==> src/rtl/sram_resp_pkg.sv <==
// Shared types and constants for the SRAM responder.
// The fill-on-reset feature is enabled by defining SRAM_RESP_INIT_EN.
package sram_resp_pkg;

  typedef enum logic [1:0] {
    IDLE      = 2'd0,
    READ_WAIT = 2'd1,
    WRITE_ACK = 2'd2,
    INIT      = 2'd3
  } state_t;

  localparam logic [15:0] INIT_WORD   = 16'h0000;
  localparam int          RD_LAT_MIN  = 1;
  localparam int          RD_LAT_MAX  = 4;

  // An address is in range when every bit above the array index is zero.
  function automatic logic addr_in_range(input logic [15:0] addr, input int depth_log2);
    return ((addr >> depth_log2) == 16'h0000);
  endfunction

endpackage

==> src/rtl/sram_resp_array.sv <==
// Word storage for the SRAM responder: one synchronous write port,
// one combinational read port, no reset.
module sram_resp_array #(
  parameter int ADDR_W = 8,
  parameter int DATA_W = 16
) (
  input  logic              i_clk,
  input  logic              i_we,
  input  logic [ADDR_W-1:0] i_waddr,
  input  logic [DATA_W-1:0] i_wdata,
  input  logic [ADDR_W-1:0] i_raddr,
  output logic [DATA_W-1:0] o_rdata
);

  logic [DATA_W-1:0] r_mem [0:(1 << ADDR_W)-1];

  // Synchronous write port
  always_ff @(posedge i_clk) begin
    if (i_we) begin
      r_mem[i_waddr] <= i_wdata;
    end
  end

  assign o_rdata = r_mem[i_raddr];

endmodule

==> src/rtl/sram_responder.sv <==
// CPU-side SRAM responder with programmable read latency and sticky range error.
// Define SRAM_RESP_INIT_EN to fill the array with INIT_WORD after every reset.
module sram_responder
  import sram_resp_pkg::*;
#(
  parameter int DEPTH_LOG2   = 8,
  parameter int READ_LATENCY = 2
) (
  input  logic        Clk,
  input  logic        Reset,
  input  logic        OE,
  input  logic        WE,
  input  logic [15:0] ADDR,
  input  logic [15:0] Data_to_SRAM,
  output logic [15:0] Data_from_SRAM,
  output logic        Ready,
  output logic        Busy,
  output logic        Addr_err
);

  // Out-of-range latencies are clamped to the supported window.
  localparam int LAT_C = (READ_LATENCY < RD_LAT_MIN) ? RD_LAT_MIN :
                         (READ_LATENCY > RD_LAT_MAX) ? RD_LAT_MAX : READ_LATENCY;
  localparam logic [1:0] CNT_LOAD = 2'(LAT_C - 1);

`ifdef SRAM_RESP_INIT_EN
  localparam state_t RESET_STATE = INIT;
  localparam logic   BUSY_RESET  = 1'b1;
`else
  localparam state_t RESET_STATE = IDLE;
  localparam logic   BUSY_RESET  = 1'b0;
`endif

  state_t                r_state, w_state_nxt;
  logic [1:0]            r_cnt, w_cnt_nxt;
  logic [15:0]           r_addr, w_addr_nxt;
  logic [15:0]           r_data, w_data_nxt;
  logic                  r_ready, w_ready_nxt;
  logic                  r_busy, w_busy_nxt;
  logic                  r_addr_err, w_addr_err_nxt;
  logic                  w_mem_we;
  logic [DEPTH_LOG2-1:0] w_mem_waddr;
  logic [15:0]           w_mem_wdata;
  logic [15:0]           w_mem_rdata;
  logic                  w_addr_ok;
  logic                  w_latched_ok;

`ifdef SRAM_RESP_INIT_EN
  logic [DEPTH_LOG2-1:0] r_init_addr, w_init_addr_nxt;
`endif

  assign w_addr_ok    = addr_in_range(ADDR, DEPTH_LOG2);
  assign w_latched_ok = addr_in_range(r_addr, DEPTH_LOG2);

  sram_resp_array #(
    .ADDR_W (DEPTH_LOG2),
    .DATA_W (16)
  ) u_array (
    .i_clk   (Clk),
    .i_we    (w_mem_we),
    .i_waddr (w_mem_waddr),
    .i_wdata (w_mem_wdata),
    .i_raddr (r_addr[DEPTH_LOG2-1:0]),
    .o_rdata (w_mem_rdata)
  );

  // Next-state, array write port and next output values
  always_comb begin
    w_state_nxt    = r_state;
    w_cnt_nxt      = r_cnt;
    w_addr_nxt     = r_addr;
    w_data_nxt     = r_data;
    w_ready_nxt    = 1'b0;
    w_addr_err_nxt = r_addr_err;
    w_mem_we       = 1'b0;
    w_mem_waddr    = ADDR[DEPTH_LOG2-1:0];
    w_mem_wdata    = Data_to_SRAM;
`ifdef SRAM_RESP_INIT_EN
    w_init_addr_nxt = r_init_addr;
`endif
    case (r_state)
      IDLE: begin
        if (!WE) begin
          // WE wins over OE; out-of-range writes are acknowledged but dropped
          w_mem_we       = w_addr_ok;
          w_addr_err_nxt = r_addr_err | ~w_addr_ok;
          w_ready_nxt    = 1'b1;
          w_state_nxt    = WRITE_ACK;
        end else if (!OE) begin
          w_addr_nxt  = ADDR;
          w_cnt_nxt   = CNT_LOAD;
          w_state_nxt = READ_WAIT;
        end else begin
          w_state_nxt = IDLE;
        end
      end
      READ_WAIT: begin
        if (OE) begin
          w_state_nxt = IDLE;
        end else if (ADDR != r_addr) begin
          w_addr_nxt = ADDR;
          w_cnt_nxt  = CNT_LOAD;
        end else if (r_cnt == 2'd0) begin
          w_data_nxt     = w_latched_ok ? w_mem_rdata : 16'h0000;
          w_addr_err_nxt = r_addr_err | ~w_latched_ok;
          w_ready_nxt    = 1'b1;
          w_state_nxt    = IDLE;
        end else begin
          w_cnt_nxt = r_cnt - 2'd1;
        end
      end
      WRITE_ACK: begin
        w_state_nxt = IDLE;
      end
      INIT: begin
`ifdef SRAM_RESP_INIT_EN
        w_mem_we    = 1'b1;
        w_mem_waddr = r_init_addr;
        w_mem_wdata = INIT_WORD;
        if (r_init_addr == {DEPTH_LOG2{1'b1}}) begin
          w_state_nxt = IDLE;
        end else begin
          w_init_addr_nxt = r_init_addr + 1'b1;
        end
`else
        w_state_nxt = IDLE;
`endif
      end
      default: begin
        w_state_nxt = IDLE;
      end
    endcase
    w_busy_nxt = (w_state_nxt != IDLE);
  end

  // FSM and output registers; the array itself is never reset
  always_ff @(posedge Clk or posedge Reset) begin
    if (Reset) begin
      r_state    <= RESET_STATE;
      r_cnt      <= 2'd0;
      r_addr     <= 16'h0000;
      r_data     <= 16'h0000;
      r_ready    <= 1'b0;
      r_busy     <= BUSY_RESET;
      r_addr_err <= 1'b0;
    end else begin
      r_state    <= w_state_nxt;
      r_cnt      <= w_cnt_nxt;
      r_addr     <= w_addr_nxt;
      r_data     <= w_data_nxt;
      r_ready    <= w_ready_nxt;
      r_busy     <= w_busy_nxt;
      r_addr_err <= w_addr_err_nxt;
    end
  end

`ifdef SRAM_RESP_INIT_EN
  // Fill pointer walks the array once after each reset
  always_ff @(posedge Clk or posedge Reset) begin
    if (Reset) begin
      r_init_addr <= '0;
    end else begin
      r_init_addr <= w_init_addr_nxt;
    end
  end
`endif

  assign Data_from_SRAM = r_data;
  assign Ready          = r_ready;
  assign Busy           = r_busy;
  assign Addr_err       = r_addr_err;

endmodule

==> config.mk <==
export PLATFORM = sky130hd
export DESIGN_NAME = sram_responder
export DESIGN_NICKNAME = d
export VERILOG_FILES = /design/src/rtl/sram_resp_pkg.sv /design/src/rtl/sram_resp_array.sv /design/src/rtl/sram_responder.sv
export SDC_FILE = /design/constraint.sdc
export NUM_CORES = 2
export LEC_CHECK = 0
export BUFFER_PORTS_ARGS = -buffer_cell sky130_fd_sc_hd__buf_2
export CORE_MARGIN = 2
export CORE_UTILIZATION = 53
export CTS_BUF_LIST = sky130_fd_sc_hd__clkbuf_4 sky130_fd_sc_hd__clkbuf_8
export CTS_CLUSTER_SIZE = 14
export DETAILED_ROUTE_END_ITERATION = 8
export HOLD_SLACK_MARGIN = 0.05
export PLACE_DENSITY = 0.68
export SLEW_MARGIN = 10
export SYNTH_ARGS = -nofsm -noshare
export SYNTH_HDL_FRONTEND = slang
export SYNTH_SLANG_ARGS = --single-unit
==> constraint.sdc <==
create_clock -name Clk -period 3.3 [get_ports Clk]
set_input_delay 0.495 -clock Clk [delete_from_list [all_inputs] [get_ports Clk]]
set_output_delay 0.495 -clock Clk [all_outputs]
set_load 0.01 [all_outputs]
; ---- Word level (Yosys, flattened, before mapping)
; Memories as Yosys holds them, arrays and structs flattened.
; Index checks and enable logic that the tools add are counted.
[totals]
register_bits = 39
mem_bits_rw = 4096
in_bits = 36
elab_cells = 70
n_memories = 1
[classes]
addsub = 1
n_eq_ne = 12
mux = 32
bitwise_logic = 6
n_reduce_logical = 11
[mem_list]
columns = memory, words, word_bits, rd, rd_ports_with_merged_regs, write_ports, line_no
row1 = u_array.r_mem, 256, 16, 1, 0, 1, sram_resp_array.sv:15  ; logic [DATA_W-1:0] r_mem [0:(1 << ADDR_W)-1];
[ops]
columns = operator, n
row1 = $mux 16, 5
row2 = $logic_not 16->1, 2
row3 = $pmux 16 s2, 1
row4 = $mux 2, 9
row5 = $ne 16x16->1, 1
row6 = $reduce_and 5->1, 3
row7 = $ne 2x2->1 const B, 7
row8 = $mux 1, 13
row9 = $pmux 2 s3, 1
row10 = $eq 2x2->1 const B, 2
row11 = $logic_not 2->1, 2
row12 = $not 1->1, 4
row13 = $pmux 1 s2, 2
row14 = $pmux 2 s2, 1
row15 = $reduce_and 4->1, 1
row16 = $reduce_bool 2->1, 2
row17 = $ne 3x3->1 const B, 1
row18 = $eq 2x1->1 const B, 1
row19 = $or 1x1->1, 2
row20 = $reduce_or 2->1, 1
row21 = $sub 2x1->2 const B, 1

; ---- Longest topological paths before layout
[logic_depth]
depth_word = 7
mapped_depth = 12
mapped_depth_nobuf = 7

; ---- Hierarchy
; Synthesis repeated with hierarchy kept, for this count alone.
[unflattened]
hier_cells = 7504
hier_area_um2 = 160232.4
[by_module_without_submodules]
columns = mod, instances, cells_each, area_each_um2, seq_area_each_um2
row1 = sram_resp_array, 1, 7344, 158394.4, 122998.0
row2 = sram_responder, 1, 160, 1838.0, 975.9

; ---- Worst setup path after synthesis
; No wires, ideal clock.
[synth_timing]
path_kind = input port to flip-flop
from = input port ADDR[12]
to = memory u_array.r_mem[183][0], enable pin
setup_time_ns = 0.388
arrival_ns = 2.823
required_ns = 2.912
setup_slack_ns = 0.089
path_stages = 7
path_buffers = 1
path_cell_list = or4_1 > nor2_1 > nand2_1 > nor3b_1 > nand3_1 > clkbuf_1 > nor2_1
[synth_via]
elab_chain_len = 5
[synth_lines]
columns = element, line_no
row1 = start: declaration, sram_responder.sv:13  ; input logic [15:0] ADDR,
row2 = $logic_not 16->1, sram_resp_pkg.sv:18  ; return ((addr >> depth_log2) == 16'h0000);
row3 = $mux 1, sram_responder.sv:83  ; if (!WE) begin
row4 = $mux 1, sram_responder.sv:81  ; case (r_state)
row5 = $mux 1, sram_resp_array.sv:19  ; if (i_we) begin
row6 = $mux 1 (not written as such), sram_resp_array.sv:20  ; r_mem[i_waddr] <= i_wdata;
row7 = end: declaration, sram_resp_array.sv:15
; No other way between the ends.

; ---- Worst setup path after layout
[layout_timing]
from = register r_addr[1]
to = register r_data[2] (netlist: Data_from_SRAM[2])
[layout_via]
elab_chain_len = 3
elab_cells_between_ends = 5
[layout_lines]
columns = element, line_no
row1 = start: declaration, sram_responder.sv:36  ; logic [15:0] r_addr, w_addr_nxt;
row2 = start signal: assignment, sram_responder.sv:149  ; r_addr <= w_addr_nxt;
row3 = branches (longest 3 deep; another with $mem_v2 256x16), n/a
row4 = end signal: assignment, sram_responder.sv:150  ; r_data <= w_data_nxt;
row5 = end: declaration, sram_responder.sv:37  ; logic [15:0] r_data, w_data_nxt;
; Several ways; the timed one is not identified.
; A chain may end at the register's enable or synchronous reset.

==> out/results.ini <==
[synthesis]
synth.top_cells.by_area = edfxtp_1 77%, mux4_2 9.1%, mux2i_1 5.1%, a22oi_1 1.4%, a221oi_1 0.79%
synth.distinct_cells = 55
synth_area_per_cell_um2 = 20.7
yosysTopAreaCell = edfxtp_1
synth_top_area_share = 0.772
synth_cells = 7678
ys_seq_area_frac = 0.779
synth_warnings = 0
synth-edff-count = 4096
synthFlopType = edfxtp_1
synthArstFlopShare = 0.00943
syn-num-nets = 7715
netlist_area_um2 = 159000
ys_ff_latch = 4135

[routing]
routed_wl_um = 423000
drt-initial-drc-count = 12100
post-route-drc-count = 0
avgRoutedWirePerCell_um = 31.8
dr.pass1.iters = 6
vias = 84100
detail-route-antenna-nets = 0
viasPerCell = 6.31

[die]
fp-row-count = 201
initial_core_util = 0.532
dieArea_um2 = 305000
fp.dieW_um = 552
fp.coreArea_um2 = 299000
chipHeight_um = 552
io_pins = 55

[critical_path]
required_ns = 4.34
cp_max_fo = 18
start_kind = register
crit_chain = buf_12, buf_16, buf_16, mux4_2, a22o_1, nor2_1, buf_4, nand3_2, a211o_1, a211oi_4, o21ai_1
end_kind = register
timing.critical_path.max_delay_family = compound AO/OA/AOI/OAI gates
crit_slowest_cell = dfrtp_4
path_common_cell = buf_16
cp_data_arrival_time_ns = 4.47
critPathKind = register to register
slowest_delay_ns = 0.54
crit_buf_inv = 4
rrSetupSlack_ns = -0.13

[placement]
hpwl_um = 252000
numPortBuffers = 54
dpl.cell_count = 12100
gp_congestion = 0.917

[timing]
hold_ws_ns = 0.219
rsz0062_at_grt = yes
fin_skew_ns = 0.0880
fin_crit_ns = 3.43
final_max_slew_viol_count = 0
setup_ws_ns = -0.126
relSlewSlack = 0.238
fin_crit_sh = 1.04
setup_viol = 3
hold_viol_final = 0
fin_setup_tns_ns = -0.212
fmax_ghz = 0.292
worstMarginPinSlew_ns = 1.14

[clocking]
root_buffer = clkbuf_8
htree_levels = 6
tritoncts = done
insertion_delay_ns = 1.25
clkSinkCount = 4135
clk_pin_slew_worst_paths_ns = 0.06
clockBufferDepth = 4
cts_made_buffers = 647

[cells_and_area]
multiInputGateArea_um2 = 33500
final_cells = 13300
layout-drive-gt1-share = 0.295
layout.cells.most_common = edfxtp_1
fill_cells = 20100
final_core_util = 0.626
final_cell_mix = 4096 x edfxtp_1, 813 x mux2i_1, 658 x clkbuf_8
regArea_um2 = 124000
areaGrowthSynthToFinish_pct = 17.7
nNetsFinal = 8883

[grt]
grt_pass1_vias = 83500
grt_overflow = 0
grt_pass1_wl_um = 600000
grt_start_max_net_pins = 112
grt.total_usage = 0.273
grt_antenna_before_repair = 20

[worst_hold_path]
hp-class = input pin to register

[status]
violations = setup timing
status = finished, violations left

[power]
p_leak_nw = 62.1
ir_drop_v = 0.000504
power_mw = 122
p_per_area_nw_per_um2 = 648

[flow_run]
cap_violations = 0

[cells in the mapped netlist, drive strengths merged (6+ instances only)]
library cell	count
edfxtp	4096
mux2i	816
mux4	640
nor2	301
a22oi	288
buf	251
clkbuf	224
nand2	158
a221oi	144
a21oi	82
a211oi	80
nand3	75
a22o	64
o211ai	64
o22ai	64
dfrtp	39
nand2b	35
o21ai	34
nor2b	28
nand4	18
and3	17
and4	17
a211o	16
a21boi	16
a221o	16
a32oi	16
mux2	15
xnor2	8
xor2	8
inv	6
or3b	6
[tightest hold or removal path: cells and delay by family]
kind | cells | cell delay (ns)
buf+inv | 3 | 0.80
simple gates | 1 | 0.07
[final timing paths]
| path | from | cells past startpoint | end |
|---|---|---|---|
| max reg2reg | r_addr[1] | 11 | Data_from_SRAM[2] |
| min | WE | 4 | r_state[1] |
| max in group asynchronous | Reset | 5 | r_addr[2] |
| max | r_addr[1] | 11 | Data_from_SRAM[2] |
| min reg2reg | Addr_err | 1 | Addr_err |
| min in group asynchronous | Reset | 5 | r_addr[3] |
[cell families after synthesis]
logic type               share of synthesized area
AO/OA/AOI/OAI                               0.0416
buffers and inverters                       0.0162
XOR/XNOR                                  0.000880
flip-flops                                   0.779
AND/OR/NAND/NOR                             0.0198
adder cells (fa/ha/maj)                  0.0000786
multiplexers                                 0.143
[stage by stage]
stage          cell area, um^2  setup slack (ns)
2_1_floorplan           159000            0.0885
3_3_place_gp            173000             -1.11
3_5_place_dp            173000             -1.10
4_1_cts                 187000           -0.0350
5_1_grt                 187000           -0.0743
6_report                187000            -0.126
[sequential cells by signal, indices dropped and copies added (netlist names)]
| register | count |
|---|---|
| r_cnt | 2 |
| Data_from_SRAM | 16 |
| r_addr | 16 |
| r_state | 2 |
| Ready | 1 |
| Addr_err | 1 |
| Busy | 1 |
| u_array.r_mem | 4096 |
[power breakdown]
| group | leakage (nW) | internal, mW | switching (mW) | total, mW |
|---|---|---|---|---|
| Clock | 6.65 | 21.9 | 20.0 | 41.9 |
| Combinational | 18.1 | 9.15 | 12.6 | 21.7 |
| Sequential | 37.3 | 57.8 | 0.0970 | 57.9 |
[per-layer routing]
metal | vias to the layer above | wire [um] | GRT usage | part of all wire
met5 | - | 13 | 0 | 0.000031
met4 | 2 | 18900 | 0.112 | 0.045
met3 | 842 | 43200 | 0.0511 | 0.10
met2 | 4981 | 199000 | 0.424 | 0.47
met1 | 43700 | 162000 | 0.386 | 0.38
li1 | 34500 | - | - | -
[cell type report]
type,count,share of cell area
tap,3958,0.0264
multi-input combinational,3062,0.179
clock inverter,276,0.00952
timing repair buffer,994,0.0666
clock buffer,883,0.0573
antenna,10,0.000133
sequential,4135,0.661
inverter,6,0.000120
[timing repair]
action,4_1_cts,5_1_grt
endpoints found under the setup margin,22,17
pin swaps,35,20
buffers inserted,18,18
hold endpoints to repair,1802,0
resized for setup,144,58
hold buffers,47,0
gates cloned,17,1
(Power assumes the default switching activity.)
